$ cat src/rtl/rtc_bus_pkg.sv
// Shared types and default timing for the RTC multiplexed bus cycle engine.
// Cycle counts are in clk periods; the top module takes them as parameters.
package rtc_bus_pkg;

   typedef enum logic [3:0] {
      S_IDLE,
      S_A_SET,
      S_A_STB,
      S_A_HLD,
      S_GAP,
      S_D_SET,
      S_D_STB,
      S_D_HLD,
      S_DONE,
      S_ABRT
   } state_t;

   localparam int T_SETUP_DEF = 2;
   localparam int T_PW_DEF    = 10;
   localparam int T_HOLD_DEF  = 2;
   localparam int T_GAP_DEF   = 4;

endpackage

$ cat src/rtl/rtc_bus_cycle.sv
// Multiplexed address/data bus cycle generator for an external RTC chip.
// Optional abort input enabled with `define RTC_BUS_ABORT_EN.
module rtc_bus_cycle
   import rtc_bus_pkg::*;
#(
   parameter int T_SETUP = T_SETUP_DEF,
   parameter int T_PW    = T_PW_DEF,
   parameter int T_HOLD  = T_HOLD_DEF,
   parameter int T_GAP   = T_GAP_DEF
) (
   input  logic       clk,
   input  logic       reset,
`ifdef RTC_BUS_ABORT_EN
   input  logic       abort,
`endif
   input  logic       start,
   input  logic       w_r,
   input  logic [7:0] addr,
   input  logic [7:0] wdata,
   input  logic [7:0] ad_in,
   output logic [7:0] ad_out,
   output logic       ad_oe,
   output logic       a_d,
   output logic       cs,
   output logic       rd,
   output logic       wr,
   output logic       send_add,
   output logic       send_data,
   output logic       read_data,
   output logic [7:0] rdata,
   output logic       busy,
   output logic       done
);

   state_t     state, state_n;
   logic [7:0] cnt;
   logic       start_q, launch;
   logic       w_r_q, w_r_n;
   logic [7:0] addr_q, addr_n, wdata_q, wdata_n;
   logic [7:0] ad_out_n;
   logic       ad_oe_n, a_d_n, cs_n, rd_n, wr_n;
   logic       sa_n, sd_n, rdf_n, busy_n, done_n;

   function automatic logic [7:0] dur(state_t s);
      unique case (s)
         S_A_SET, S_D_SET: dur = 8'(T_SETUP - 1);
         S_A_STB, S_D_STB: dur = 8'(T_PW - 1);
         S_A_HLD, S_D_HLD: dur = 8'(T_HOLD - 1);
         S_GAP:            dur = 8'(T_GAP - 1);
         default:          dur = '0;
      endcase
   endfunction

   assign launch  = (state == S_IDLE) && start && !start_q;
   assign w_r_n   = launch ? w_r   : w_r_q;
   assign addr_n  = launch ? addr  : addr_q;
   assign wdata_n = launch ? wdata : wdata_q;

   always_comb begin
      state_n = state;
      unique case (state)
         S_IDLE:  if (launch) state_n = S_A_SET;
         S_A_SET: if (cnt == '0) state_n = S_A_STB;
         S_A_STB: if (cnt == '0) state_n = S_A_HLD;
         S_A_HLD: if (cnt == '0) state_n = S_GAP;
         S_GAP:   if (cnt == '0) state_n = S_D_SET;
         S_D_SET: if (cnt == '0) state_n = S_D_STB;
         S_D_STB: if (cnt == '0) state_n = S_D_HLD;
         S_D_HLD: if (cnt == '0) state_n = S_DONE;
         default: state_n = S_IDLE;
      endcase
`ifdef RTC_BUS_ABORT_EN
      if (abort && state != S_IDLE && state != S_ABRT)
         state_n = S_ABRT;
`endif
   end

   // Outputs decoded from the next state so every pin comes straight off a flop.
   always_comb begin
      ad_out_n = ad_out;
      ad_oe_n  = 1'b0;
      a_d_n    = 1'b1;
      cs_n     = 1'b1;
      rd_n     = 1'b1;
      wr_n     = 1'b1;
      sa_n     = 1'b0;
      sd_n     = 1'b0;
      rdf_n    = 1'b0;
      busy_n   = (state_n != S_IDLE);
      done_n   = (state_n == S_DONE);
      unique case (state_n)
         S_A_SET, S_A_STB, S_A_HLD: begin
            a_d_n    = 1'b0;
            cs_n     = 1'b0;
            ad_out_n = addr_n;
            ad_oe_n  = 1'b1;
            if (state_n == S_A_STB) begin
               wr_n = 1'b0;
               sa_n = 1'b1;
            end
         end
         S_D_SET, S_D_STB, S_D_HLD: begin
            cs_n = 1'b0;
            if (w_r_n) begin
               ad_out_n = wdata_n;
               ad_oe_n  = 1'b1;
            end
            if (state_n == S_D_STB) begin
               wr_n  = !w_r_n;
               rd_n  = w_r_n;
               sd_n  = w_r_n;
               rdf_n = !w_r_n;
            end
         end
         default: ;
      endcase
   end

   always_ff @(posedge clk or posedge reset) begin
      if (reset) begin
         state   <= S_IDLE;
         cnt     <= '0;
         start_q <= 1'b0;
         w_r_q   <= 1'b0;
         addr_q  <= '0;
         wdata_q <= '0;
      end else begin
         state   <= state_n;
         start_q <= start;
         w_r_q   <= w_r_n;
         addr_q  <= addr_n;
         wdata_q <= wdata_n;
         if (state_n != state)
            cnt <= dur(state_n);
         else if (cnt != '0)
            cnt <= cnt - 8'd1;
      end
   end

   always_ff @(posedge clk or posedge reset) begin
      if (reset) begin
         ad_out    <= '0;
         ad_oe     <= 1'b0;
         a_d       <= 1'b1;
         cs        <= 1'b1;
         rd        <= 1'b1;
         wr        <= 1'b1;
         send_add  <= 1'b0;
         send_data <= 1'b0;
         read_data <= 1'b0;
         busy      <= 1'b0;
         done      <= 1'b0;
         rdata     <= '0;
      end else begin
         ad_out    <= ad_out_n;
         ad_oe     <= ad_oe_n;
         a_d       <= a_d_n;
         cs        <= cs_n;
         rd        <= rd_n;
         wr        <= wr_n;
         send_add  <= sa_n;
         send_data <= sd_n;
         read_data <= rdf_n;
         busy      <= busy_n;
         done      <= done_n;
         if (state == S_D_STB && state_n == S_D_HLD && !w_r_q)
            rdata <= ad_in;
      end
   end

endmodule
$ cat config.mk
export PLATFORM = sky130hd
export DESIGN_NAME = rtc_bus_cycle
export DESIGN_NICKNAME = d
export VERILOG_FILES = /design/src/rtl/rtc_bus_pkg.sv /design/src/rtl/rtc_bus_cycle.sv
export SDC_FILE = /design/constraint.sdc
export NUM_CORES = 1
export LEC_CHECK = 0
export CAP_MARGIN = 20
export CORE_MARGIN = 4
export CORE_UTILIZATION = 45
export DETAILED_ROUTE_END_ITERATION = 7
export GPL_ROUTABILITY_DRIVEN = 0
export PLACE_DENSITY = 0.72
export SYNTH_ARGS = -nofsm -noshare
export SYNTH_HDL_FRONTEND = slang
export SYNTH_SLANG_ARGS = --single-unit
export TNS_END_PERCENT = 30
$ cat constraint.sdc
create_clock -name clk -period 2.4 [get_ports clk]
set_input_delay 0.36 -clock clk [delete_from_list [all_inputs] [get_ports clk]]
set_output_delay 0.36 -clock clk [all_outputs]
set_load 0.03 [all_outputs]
# Word-level counts from Yosys, hierarchy flattened
# Cells that the tools add are included.
# totals
elab_cells	87
output_inout_bits	26
inputBits	28
ff_bits	56
# op_classes
reduce_logical	19
n_eq_ne	17
n_mux	32
add_sub_neg	1
# op_table
cell	n
$mux 8	5
$eq 4x3->1 const B	8
$mux 4	8
$pmux 4 s8	1
$eq 4x2->1 const B	4
$pmux 8 s2	1
$mux 1	14
$pmux 4 s3	1
$eq 4x1->1 const B	2
$logic_not 8->1	1
$reduce_bool 8->1	1
$sub 8x1->8 const B	1
$reduce_or 3->1	2
$reduce_or 6->1	1
$eq 4x4->1 const B	1
$logic_and 1x1->1	4
$logic_not 4->1	1
$ne 4x4->1	1
$pmux 1 s2	2
$reduce_bool 2->1	2
$reduce_bool 4->1	1
$reduce_or 4->1	1
$logic_not 1->1	3
$ne 2x2->1 const B	1
2 further kinds	2

# Logic depth before layout (Yosys ltp)
# Gate-level depths: netlist of the first run.
# logic_depth
depth_word	9
depth_mapped	9
depth_no_buf	7

# Least setup slack after synthesis of the first run
# Ideal clock, no wire load.
# synth_timing
path_type	reg2reg
from	reg cnt[0]
to	reg ad_out[0]
synth_period_minus_slack_ns	2.385
required_ns	2.327
stages_incl_launch_ff	10
setup_time_ns	0.073
t_arrival_ns	2.312
path_buffers	2
path_slack_ns	0.015
path_cell_list	dfrtp_1 -> inv_1 -> ha_1 -> or3b_1 -> clkbuf_1 -> or4_4 -> a211oi_4 -> buf_6 -> nor2_1 -> a21oi_2
# synth_via
elab_chain_cells	7
word_cells_on_any_way	21
classes_between	eq/ne: 7; mux: 9; reduce/logical: 5
# synth_rtl
item	line_no	rtl
start, declared	rtc_bus_cycle.sv:36	logic [7:0] cnt;
start signal, assigned	rtc_bus_cycle.sv:134	cnt <= dur(state_n);
start signal, assigned	rtc_bus_cycle.sv:136	cnt <= cnt - 8'd1;
$logic_not 8->1 (*)	n/a	
$mux 4, or another cell as far along	rtc_bus_cycle.sv:69	S_D_HLD: if (cnt == '0) state_n = S_DONE;
$pmux 4 s8 (*)	rtc_bus_cycle.sv:61	unique case (state)
$eq 4x3->1, or another cell as far along	rtc_bus_cycle.sv:91	unique case (state_n)
$reduce_or 3->1	rtc_bus_cycle.sv:91	
$ne 2x2->1 (no line) / $reduce_bool 2->1 (equally long branches)	n/a	
$reduce_and 2->1 (no line)	n/a	
end signal, assigned	rtc_bus_cycle.sv:155	ad_out <= ad_out_n;
end, declared	rtc_bus_cycle.sv:21	output logic [7:0] ad_out,
# Mark *: on every way between the ends. The rest lies on a longest branch, timed or not.
# A chain may end at the register's enable or synchronous reset.

# Final worst setup path of the first run
# layout_timing
from	reg cnt[1]
to	reg ad_out[6]
# Same word-level chain as after synthesis.

==> flow_metrics.tcl, run 1 <==
set metrics [dict create \
    drtIter0Drc 137 \
    async_flop_share_pct 100 \
    yosys_warnings 0 \
    critPathKind "reg -> reg" \
    min_path_type "in -> async" \
    outcome "finished clean" \
    cp.buffers_inverters 3 \
    clk_path_buf_depth 2 \
    p_per_area_nw_per_um2 495 \
    ioPinCount 54 \
    syn_area_um2 2430 \
    power.internal_mw 1.33 \
    end_kind "flip-flop" \
    cp-start-kind "flip-flop" \
    synth_xor_area_share_pct 2.52 \
    cts.sinks 56 \
    fillCellCount 397 \
    tns_ps 0 \
    finalNetCount 312 \
    synth_area_leaders "dfrtp_1 (53%), mux2_2 (7.4%), dfstp_2 (4.3%)" \
    antenna_left 0 \
    synth_top_area_share_pct 53.5 \
    portBuffers 53 \
    grt_pass1_wl_mm 8.51 \
    fin_worst_skew_ps 11.0 \
    core_area_um2 5170 \
    synth_top_area_cell "dfrtp_1" \
    dp_hpwl_mm 3.59 \
    initial_core_util_pct 47.0 \
    grt-ovfl-total 0 \
    switching_share_pct 21.4 \
    tightestPinTransition_ps 638 \
    fin_crit_sh_pct 98.6 \
    crit_required_ps 2600 \
    synth_cells 204 \
    drive_gt1_share_pct 24.3 \
    areaGrowthSynthToFinish_pct 40.3 \
    finalHoldViolCount 0 \
    finalSetupViolCount 0 \
    power_switching_mw 0.361 \
    die-area_um2 6650 \
    synthSimpleGateAreaFrac_pct 16.2 \
    drcViolationCount 0 \
    avgViaCountPerCell 5.12 \
    pwr-share-comb_pct 6.2 \
    root_buffer "clkbuf_8" \
    ys_ff_latch 56 \
    critPathSlowestCell "or4_4" \
    p_clk_share_pct 37.3 \
    maxSlewViolCount 0 \
    chipHeight_um 81.5 \
    arrival_ps 2560 \
    synth_adder_area_share_pct 0.514 \
    cts_tree "built" \
    cp_top_family "simple AND/OR/NAND/NOR gates" \
    leakage_nw 1.57 \
    h-tree-depth 2 \
    grt_max_degree 57 \
    max_freq_mhz 423 \
    final_core_util_pct 66.0 \
    antenna_found_initial 0 \
    synth_mux_area_share_pct 11.1 \
    crit_path_max_incr_delay_ps 520 \
    seq_power_share_pct 56.5 \
    rsz0062_at_grt "yes" \
    cts_buffers 5 \
    ctsHoldBuffers 0 \
    antenna_cells 0 \
    die_w_um 81.5 \
    synth_compound_area_share_pct 9.51 \
    wl_mm 5.23 \
    path_cells "inv_2 > ha_4 > or3b_4 > or4_4 > a211oi_4 > buf_12 > buf_4 > a21oi_1" \
    synth_top_family_by_area "simple AND/OR/NAND/NOR gates" \
    relSlewSlack_pct 57.3 \
    ys.flop_type "dfrtp_1" \
    path_max_fanout 8 \
    yosysSeqAreaShare_pct 57.8 \
    ir_drop_mv 0.352 \
    grt_pass1_vias 1836 \
    synth.avg_cell_area_um2 11.9 \
    syn_nets 233 \
    min_period_ps 2370 \
    std_cell_rows 26 \
    vias 1811 \
    clk_pin_slew_ps 110 \
    clk_latency_ps 310 \
    synth_edf_count 0 \
    wl_per_cell_um 14.8 \
    grtUsageTotal_pct 16.7 \
    drv_cap 0 \
    synth_cell_types 40 \
    drtPass1Iterations 4 \
]
==> through the flow <==
stage	worst slack, ps	instance area, µm²	hold slack, ps	power (mW)	std cells
global route	-23.7	3410	444	1.76	354
finish	33.7	3410	416	1.69	354
global placement	26.1	3190	482	1.08	337
floorplan	15.2	2430	391	1.01	204
detailed placement	17.5	3190	488	1.08	337
CTS	44.3	3310	432	1.70	345
==> registers in the layout, summed over array words and instances (netlist names), 4 cells and up <==
name     cells
ad_out       8
addr_q       8
cnt          8
rdata        8
state        4
wdata_q      8
==> layout by cell type (no fill, tap or decap), types with 3 or more instances in the layout <==
cell type and count:
mux2i_1 9, buf_4 22, dfstp_2 4, dfrtp_1 51, a21o_1 9, nand2_1 5, buf_12 4, clkbuf_8 5
clkdlybuf4s50_1 53, nand3_1 5, xor2_1 4, xnor2_1 3, mux2_2 16, nand2b_1 4, inv_2 3, nor3_1 5
a21oi_1 11, and2_1 9, nor2_1 25
==> synth_stat cells, types with 3 or more instances <==
cell       n
a21o_1     9
a21oi_1   11
and2_1     9
clkbuf_1   6
dfrtp_1   52
dfstp_2    4
inv_1      5
mux2_2    16
mux2i_1    9
nand2_1    5
nand2b_1   4
nand3_1    5
nor2_1    25
nor3_1     5
xnor2_1    3
xor2_1     4
==> final timing paths <==
check,start,to,slack (ps),cells past startpoint
worst max-delay path,cnt[1]$_DFFE_PP0P_,ad_out[6]$_DFFE_PP0P_,30,8
worst min-delay path,reset,addr_q[4]$_DFF_PP0_,420,3
worst max register to register,cnt[1]$_DFFE_PP0P_,ad_out[6]$_DFFE_PP0P_,30,8
worst min register to register,addr_q[6]$_DFF_PP0_,addr_q[6]$_DFF_PP0_,510,1
max in group asynchronous,reset,a_d$_DFF_PP1_,1690,3
min in group clk,addr_q[6]$_DFF_PP0_,addr_q[6]$_DFF_PP0_,510,1
==> repair_timing <==
item | 4_1_cts | 5_1_grt
gates cloned | 0 | 0
resized for setup | 1 | 9
setup endpoints to repair | 1 | 16
setup buffers | 0 | 9
pin swaps | 0 | 1
==> power groups by stage <==
stage	sequential, mW	clock (mW)	combinational (mW)
after floorplan	0.987	0	0.0219
after global placement	0.973	0	0.106
after detailed placement	0.973	0	0.106
after CTS	0.955	0.643	0.107
after global routing	0.956	0.691	0.113
final	0.955	0.629	0.105
==> final cells by class <==
| cell class | count | area [µm²] | area share (%) |
|---|---|---|---|
| Clock buffer | 5 | 68.8 | 2.02 |
| Clock inverter | 3 | 46.3 | 1.36 |
| Inverter | 5 | 18.8 | 0.550 |
| Multi-Input combinational cell | 135 | 997 | 29.2 |
| Sequential cell | 56 | 1410 | 41.2 |
| Tap cell | 70 | 87.6 | 2.57 |
| Timing Repair Buffer | 80 | 787 | 23.1 |
==> logic make-up (layout without fill, tap and decap cells) <==
family,Yosys count,in the layout
DFF,56,56
buffers and inverters,13,93
AOI/OAI and AO/OA,32,32
and+or+nand+nor,70,70
xor gates and xnor gates,7,7
adders and majority gates,1,1
muxes,25,25
==> layer usage <==
metal	global-route usage [%]	vias up	wire length [µm]
met5	0	-	0
met1	22.6	899	2440
li1	-	870	-
met4	5.24	0	47
met3	4.06	4	216
met2	26.4	38	2530
==> tightest hold or removal path, cell delays in order <==
cell             delay, ps
clkdlybuf4s50_1        420
inv_2                   70
buf_12                 270
(Power assumes the default switching activity.)
==> run 2: changes to the inputs <==
Settings changed: CORE_UTILIZATION 45 to 50, CTS_CLUSTER_SIZE set to 28, PLACE_DENSITY 0.72 to 0.76.
Clock period 2.4 ns to 3.1 ns, I/O delays scaled along.
==> run 2 against run 1 <==
  * Clock power shrank 34%
  * First-iteration DRC count shrank 12%
  * Clock-buffer cell count grew 2
  * Register-to-register slack gained 410 ps
  * Final cell count shrank 6.8%
  * Via count shrank 5.6%
  * Sequential power shrank 23%
  * Wire length shrank 7.7%
  * Global-route usage grew 1.4 points
  * Sequential share of layout area grew 3.4 points
  * Die area shrank 9.0%
  * Non-clock buffer count shrank 21
  * Largest power group unchanged
  * Highest routed layer unchanged
==> flow_metrics.tcl, run 2 (synthesis gave the netlist of run 1 again) <==
set metrics [dict create \
    ioPinCount 54 \
    avgViaCountPerCell 5.18 \
    max_freq_mhz 376 \
    dp_cells 322 \
    clk_path_buf_depth 2 \
    dp_worst_setup_slack_ps 360 \
    leakage_nw 1.42 \
    final_core_util_pct 66.6 \
    die_w_um 77.8 \
    layout_commonest_cell "clkdlybuf4s50_1" \
    antenna_found_initial 0 \
    finalSetupViolCount 0 \
    min_path_type "reg -> reg" \
    critPathKind "reg -> reg" \
    critPathSlowestCell "a211oi_2" \
    min_period_ps 2660 \
    initial_core_util_pct 51.5 \
    grtUsageTotal_pct 18.1 \
    wl_mm 4.83 \
    antenna_cells 0 \
    h-tree-depth 2 \
    final_area_um2 3150 \
    root_buffer "clkbuf_8" \
    vias 1710 \
    drtIter0Drc 120 \
    dp_hpwl_mm 3.42 \
    cts_resized 0 \
    clk_pin_slew_ps 100 \
    holdWs_ps 506 \
    clk_latency_ps 310 \
    cts_setup_buffers 0 \
    ctsHoldBuffers 0 \
    drtPass1Iterations 4 \
    place_area_um2 3050 \
    outcome "finished clean" \
    end_kind "flip-flop" \
    cts_tree "built" \
    rsz0062_at_grt "no" \
    chipHeight_um 77.8 \
    ir_drop_mv 0.278 \
    fin_crit_sh_pct 85.8 \
    maxSlewViolCount 0 \
    cts.sinks 56 \
    grt_pass1_vias 1806 \
    finalHoldViolCount 0 \
    power_mw 1.23 \
    tightestPinTransition_ps 1000 \
    drcViolationCount 0 \
    grt_max_degree 57 \
    cp-start-kind "flip-flop" \
    drv_cap 0 \
    core_area_um2 4720 \
    p_per_area_nw_per_um2 391 \
    final_cells 330 \
    finalNetCount 291 \
    relSlewSlack_pct 33.0 \
    wl_per_cell_um 14.6 \
    cts_buffers 5 \
    layout_common_cells "clkdlybuf4s50_1 (53), dfrtp_1 (52), nor2_1 (25), mux2_2 (16), a21oi_1 (11)" \
    min_path_cells 1 \
    setup_slack_ps 441 \
    portBuffers 53 \
    arrival_ps 2860 \
    grt_pass1_wl_mm 8.56 \
    r2r_cells 7 \
    crit_required_ps 3300 \
    grt-ovfl-total 0 \
    std_cell_rows 25 \
    areaGrowthSynthToFinish_pct 29.4 \
    path_cells "inv_1 > ha_1 > nor3b_1 > nand2_1 > a211oi_2 > mux2i_1 > a21oi_2" \
    die-area_um2 6050 \
    antenna_left 0 \
    drive_gt1_share_pct 15.6 \
    path_max_fanout 8 \
    tns_ps 0 \
    fin_worst_skew_ps 6.39 \
    crit_path_max_incr_delay_ps 890 \
]
## run 2: changes by cell type in the layout (fill, tap and decap cells not counted), moves of 2 or more
cell | before | now
buf_4 | 22 | 6
buf_12 | 4 | 0
inv_1 | 2 | 4
inv_2 | 3 | 1
## run 2: worst paths after layout
path / startpoint / end / slack, ps
min in group asynchronous: reset / wdata_q[6]$_DFF_PP0_ / 650
min reg2reg: addr_q[2]$_DFF_PP0_ / addr_q[2]$_DFF_PP0_ / 510
min: addr_q[2]$_DFF_PP0_ / addr_q[2]$_DFF_PP0_ / 510
max: cnt[0]$_DFFE_PP0P_ / ad_out[0]$_DFFE_PP0P_ / 440
max reg2reg: cnt[0]$_DFFE_PP0P_ / ad_out[0]$_DFFE_PP0P_ / 440
max in group asynchronous: reset / read_data$_DFF_PP0_ / 1990
## run 2: layout make-up
class | count | area (µm²)
well taps | 67 | 83.8
inverters | 5 | 18.8
fillers | 357 | 1580
flip-flops and latches | 56 | 1410
multi-input cells | 135 | 970
clock inverters | 1 | 7.51
clock buffers | 7 | 86.3
repair buffers | 59 | 576
## run 2: worst max-delay path: cells and delay by family, from the launching register on
kind            cells  cell delay, ps
buf+inv             1              90
mux                 1             320
flops               1             420
fa+ha+maj           1             240
compound gates      2             970
simple gates        2             520
## run 2: power by group
| part | internal [mW] | leakage [nW] | switching [mW] |
|---|---|---|---|
| clock | 0.182 | 0.0445 | 0.233 |
| sequential | 0.736 | 0.701 | 0.00322 |
| combinational | 0.0439 | 0.679 | 0.0340 |
| total | 0.962 | 1.42 | 0.270 |
## run 2: layer usage
metal / part of all wire, % / track usage, % / vias to the layer above
met5: 0 / 0 / -
met4: 1.3 / 5.34 / 0
met3: 4.4 / 4.41 / 8
met2: 48 / 29.6 / 38
met1: 46 / 23.8 / 832
li1: - / - / 832
